--- config.mk ---
export PLATFORM = sky130hd
export DESIGN_NAME = nibble_serial_add_ctrl
export DESIGN_NICKNAME = d
export VERILOG_FILES = /design/src/rtl/nibble_serial_add_ctrl.sv
export SDC_FILE = /design/constraint.sdc
export NUM_CORES = 1
export LEC_CHECK = 0
export BUFFER_PORTS_ARGS = -buffer_cell sky130_fd_sc_hd__buf_2
export CAP_MARGIN = 15
export CORE_ASPECT_RATIO = 0.6
export CORE_MARGIN = 1.5
export CORE_UTILIZATION = 58
export DETAILED_ROUTE_END_ITERATION = 16
export PLACE_DENSITY = 0.95
export SETUP_SLACK_MARGIN = 0.1
export SKIP_CTS_REPAIR_TIMING = 1
export SLEW_MARGIN = 10
export SYNTH_ARGS = -nofsm -noshare
export SYNTH_HDL_FRONTEND = slang
export SYNTH_SLANG_ARGS = --single-unit
--- constraint.sdc ---
create_clock -name clk -period 7.7 [get_ports clk]
set_input_delay 0.385 -clock clk [delete_from_list [all_inputs] [get_ports clk]]
set_output_delay 0.385 -clock clk [all_outputs]
set_load 0.02 [all_outputs]
--- src/rtl/nibble_serial_add_ctrl.sv ---
// Nibble-serial adder/subtractor: one shared 4-bit ripple adder walks the
// operands a nibble per cycle, with a valid/ready handshake on each side.
module nibble_serial_add_ctrl #(
    parameter int NIBBLES = 4
) (
    input  logic                   clk,
    input  logic                   rst_n,
    input  logic                   start_valid,
    output logic                   start_ready,
    input  logic [4*NIBBLES-1:0]   a,
    input  logic [4*NIBBLES-1:0]   b,
    input  logic                   sub,
    output logic                   res_valid,
    input  logic                   res_ready,
    output logic [4*NIBBLES-1:0]   sum,
    output logic                   cout,
    output logic                   ovf,
    output logic                   busy
);
    localparam int W    = 4 * NIBBLES;
    localparam int IDXW = (NIBBLES > 1) ? $clog2(NIBBLES) : 1;
    localparam logic [IDXW-1:0] LAST_IDX = IDXW'(NIBBLES - 1);

    localparam logic [1:0] IDLE = 2'd0;
    localparam logic [1:0] RUN  = 2'd1;
    localparam logic [1:0] DONE = 2'd2;

    logic [1:0]      state_reg;
    logic [IDXW-1:0] idx_reg;
    logic            carry_reg;
    logic [W-1:0]    opa_reg;
    logic [W-1:0]    opb_reg;
    logic [W-1:0]    sum_reg;
    logic            cout_reg;
    logic            ovf_reg;

    logic [W-1:0]    opa_shift;
    logic [W-1:0]    opb_shift;
    logic [3:0]      opa_nib;
    logic [3:0]      opb_nib;
    logic [3:0]      nib_sum;
    logic [4:0]      carry_chain;
    logic [W-1:0]    sum_next;

    // Current nibble is brought down to bits [3:0] by shifting 4*idx.
    assign opa_shift = opa_reg >> {idx_reg, 2'b00};
    assign opb_shift = opb_reg >> {idx_reg, 2'b00};
    assign opa_nib   = opa_shift[3:0];
    assign opb_nib   = opb_shift[3:0];

    assign carry_chain[0] = carry_reg;

    generate
        for (genvar gi = 0; gi < 4; gi++) begin : g_fa
            assign nib_sum[gi]       = opa_nib[gi] ^ opb_nib[gi] ^ carry_chain[gi];
            assign carry_chain[gi+1] = (opa_nib[gi] & opb_nib[gi])
                                     | (carry_chain[gi] & (opa_nib[gi] ^ opb_nib[gi]));
        end
    endgenerate

    // Only the nibble addressed by idx is replaced; the others keep their value.
    always_comb begin
        sum_next = sum_reg;
        for (int i = 0; i < NIBBLES; i++) begin
            if (idx_reg == IDXW'(i)) begin
                sum_next[4*i +: 4] = nib_sum;
            end
        end
    end

    always_ff @(posedge clk or negedge rst_n) begin
        if (!rst_n) begin
            state_reg <= IDLE;
            idx_reg   <= '0;
            carry_reg <= 1'b0;
            opa_reg   <= '0;
            opb_reg   <= '0;
            sum_reg   <= '0;
            cout_reg  <= 1'b0;
            ovf_reg   <= 1'b0;
        end else begin
            case (state_reg)
                IDLE: begin
                    if (start_valid) begin
                        opa_reg   <= a;
                        opb_reg   <= sub ? ~b : b;
                        carry_reg <= sub;
                        idx_reg   <= '0;
                        state_reg <= RUN;
                    end
                end
                RUN: begin
                    sum_reg   <= sum_next;
                    carry_reg <= carry_chain[4];
                    if (idx_reg == LAST_IDX) begin
                        cout_reg  <= carry_chain[4];
                        ovf_reg   <= carry_chain[3] ^ carry_chain[4];
                        idx_reg   <= '0;
                        state_reg <= DONE;
                    end else begin
                        idx_reg <= idx_reg + 1'b1;
                    end
                end
                DONE: begin
                    if (res_ready) begin
                        state_reg <= IDLE;
                    end
                end
                default: state_reg <= IDLE;
            endcase
        end
    end

    assign start_ready = (state_reg == IDLE);
    assign busy        = (state_reg == RUN);
    assign res_valid   = (state_reg == DONE);
    assign sum         = sum_reg;
    assign cout        = cout_reg;
    assign ovf         = ovf_reg;

endmodule

==> impl_metrics.csv <==
group,metric,value,unit
sta,finalClockSkew,0.005215,ns
power_and_ir_drop,p_total,1.428,mW
placed_design,gp_congestion,0.8372,
detailed_routing,wl_per_cell,14.76,um
logic_synthesis,synth_top_area_share,52.53,%
logic_synthesis,yosysMostFrequentCell,"dfrtp_1",
worst_setup_path,ff2ff_setup_slack,4.41,ns
sta,min_period,3.289,ns
logic_synthesis,yosys.area.top_type,"dfrtp_1",
worst_setup_path,cp-start-kind,"flip-flop",
global_routing,grt_pass1_wl,7893,um
placed_design,dp_hpwl,3463,um
sta,fmax,304.0,MHz
worst_setup_path,critPathMaxFanout,13,
logic_synthesis,synthArstFlopShare,100.0,%
logic_synthesis,syn_area,0.002620,mm2
logic_synthesis,ys_types,24,
logic_synthesis,seq_area_frac_synth,52.53,%
logic_synthesis,syn_area_per_cell,12.54,um2
final_layout,drive_gt1_share,38.26,%
sta,drv_slew,0,
logic_synthesis,synth_enable_flop_cells,0,
logic_synthesis,synth.net_count,254,
detailed_routing,routed-via-count,1716,
logic_synthesis,synth_area_leaders,"dfrtp_1 (53%), mux2_2 (9.9%), mux4_2 (6.9%)",
clock_tree,cts-root-buf,"clkbuf_8",
clock_tree,cts_tree,"done",
final_layout,diodes,0,
power_and_ir_drop,ir_drop,167.3,uV
placed_design,place_area,0.002914,mm2
logic_synthesis,synth_common_cells,"dfrtp_1 (55), mux2_2 (23), nor2_1 (19)",
die,core.rowCount,18,
sta,tightest_slew,0.6796,ns
worst_setup_path,crit-reg2reg-launch,"idx_reg[0]",
clock_tree,cts.clk_slew.worst_paths,0.09,ns
die,die_y,55.06,um
clock_tree,numCtsBuffers,5,
global_routing,grt_antenna_before_repair,0,
worst_hold_path,hp-class,"in2async",
worst_setup_path,rr_endpoint,"sum[15]",
clock_tree,clockBufferDepth,2,
logic_synthesis,synth_flop_cell,"dfrtp_1",
sta,min_period_over_period,42.72,%
logic_synthesis,yosysWarnings,0,
final_layout,fillers,303,
worst_setup_path,endpoint,"sum[15]",
final_layout,fin_nets,308,
final_layout,syn2layout_area_growth,15.04,%
global_routing,grt_pass1_vias,1623,
clock_tree,htreeDepth,2,
detailed_routing,route.antenna.remaining_nets,0,
final_layout,fin_area,0.003014,mm2
worst_setup_path,critPathCaptureType,"flip-flop",
detailed_routing,route.detailed.drc,0,
global_routing,gr-total-overflow,0,
clock_tree,clock-sinks,55,
power_and_ir_drop,power_leakage,1.407,nW
detailed_routing,drtIter0Drc,74,
worst_setup_path,setup.worst_path.start,"idx_reg[0]",
sta,relSlewSlack,54.69,%
detailed_routing,wl,4783,um
die,io_pins,58,
logic_synthesis,ys_ff_latch,55,
sta,rsz0062_at_grt,"false",
logic_synthesis,synth_cells,209,
die,die_x,89.77,um
sta,hold_viol_final,0,
sta,fin_setup_tns,0,ns
die,dieArea,0.004943,mm2
detailed_routing,first_pass_iters,4,
die,floorplan.initialDensity,62.21,%
clock_tree,clock_latency,0.30,ns
worst_setup_path,path_class,"reg2reg",
sta,setup_viol,0,
worst_setup_path,reg2reg_depth,9,
global_routing,grt_max_degree,56,
detailed_routing,viasPerCell,5.296,
placed_design,io_buffers,57,
flow_run,maxCapViolations,0,
global_routing,grt_use_total,21.23,%
power_and_ir_drop,power_density,473.8,mW/mm2
worst_setup_path,crit_required,7.91,ns
worst_setup_path,arrival,3.50,ns
run_status,status,"complete, no violations",
die,coreArea,0.004212,mm2
==> critical path: stages (launching register included) <==
cell and delay (ns):
dfrtp_1 0.77, mux4_2 0.60, fa_1 0.40, inv_1 0.07
fa_1 0.16, inv_1 0.05, fa_1 0.40, inv_1 0.09
fa_1 0.46, o21ai_0 0.21
==> how the worst min path moves through the flow <==
| stage | from | endpoint | slack [ns] | depth (start not counted) |
|---|---|---|---|---|
| finish | rst_n | state_reg[1] | 0.19 | 2 |
| detailed placement | ovf | ovf | 0.48 | 2 |
| global placement | sum[9] | sum[9] | 0.46 | 2 |
| CTS | rst_n | state_reg[1] | 0.22 | 2 |
| global route | rst_n | sum[12] | 0.26 | 2 |
| floorplan | rst_n | carry_reg | 0.09 | 0 |
==> cells in the final DEF, fill, tap and decap left out, drive strengths merged <==
| master | instances |
|---|---|
| nor4b | 1 |
| a21oi | 17 |
| a221oi | 1 |
| xnor2 | 16 |
| o21ai | 13 |
| fa | 4 |
| buf | 59 |
| inv | 12 |
| o41ai | 1 |
| nor2b | 2 |
| mux4 | 8 |
| nand3b | 4 |
| dfrtp | 55 |
| mux2 | 24 |
| a21o | 1 |
| ha | 4 |
| nand2 | 13 |
| nor3b | 1 |
| clkbuf | 8 |
| nor2 | 19 |
| xor2 | 1 |
==> final cells by class <==
type | instances | area [um2] | share of cell area [%]
well taps | 60 | 75.07 | 2.491
multi-input cells | 130 | 1117 | 37.07
repair buffers | 59 | 300.3 | 9.963
inverters | 12 | 45.04 | 1.494
clock buffers | 8 | 100.1 | 3.321
flip-flops and latches | 55 | 1376 | 45.66
==> kinds of logic (layout without fill, tap and decap cells) <==
logic type / after synthesis / count (layout) / share of synthesized area, %
buffers and inverters: 24 / 79 / 5.062
AO/OA/AOI/OAI: 33 / 33 / 6.924
AND/OR/NAND/NOR: 40 / 40 / 7.498
multiplexers: 32 / 32 / 17.34
XOR/XNOR: 17 / 17 / 5.683
adder cells (fa/ha/maj): 8 / 8 / 4.967
flip-flops: 55 / 55 / 52.53
==> power breakdown <==
| group | internal, mW | leakage, nW | switching (mW) |
|---|---|---|---|
| Sequential | 0.435 | 0.644 | 0.113 |
| Clock | 0.0822 | 0.0515 | 0.0871 |
| Combinational | 0.338 | 0.711 | 0.374 |
| Total | 0.855 | 1.41 | 0.574 |
==> per-layer routing <==
| metal | global-route usage [%] | routed length, um | vias to the layer above |
|---|---|---|---|
| met3 | 5.328 | 291 | 2 |
| met1 | 28.82 | 2282 | 839 |
| met4 | 4.762 | 19 | 0 |
| met5 | 0 | 0 | - |
| met2 | 35.88 | 2189 | 62 |
| li1 | - | - | 813 |
==> through the flow <==
stage	util, %	worst slack [ns]	cells	hold slack, ns
after global placement	69.19	4.530	316	0.4567
after floorplan	-	4.816	209	0.08941
final	71.57	4.411	324	0.1875
after global routing	71.57	4.214	324	0.2577
after detailed placement	69.19	4.390	316	0.4800
after CTS	71.57	4.362	324	0.2245
Power figures use the tool's default switching activity.
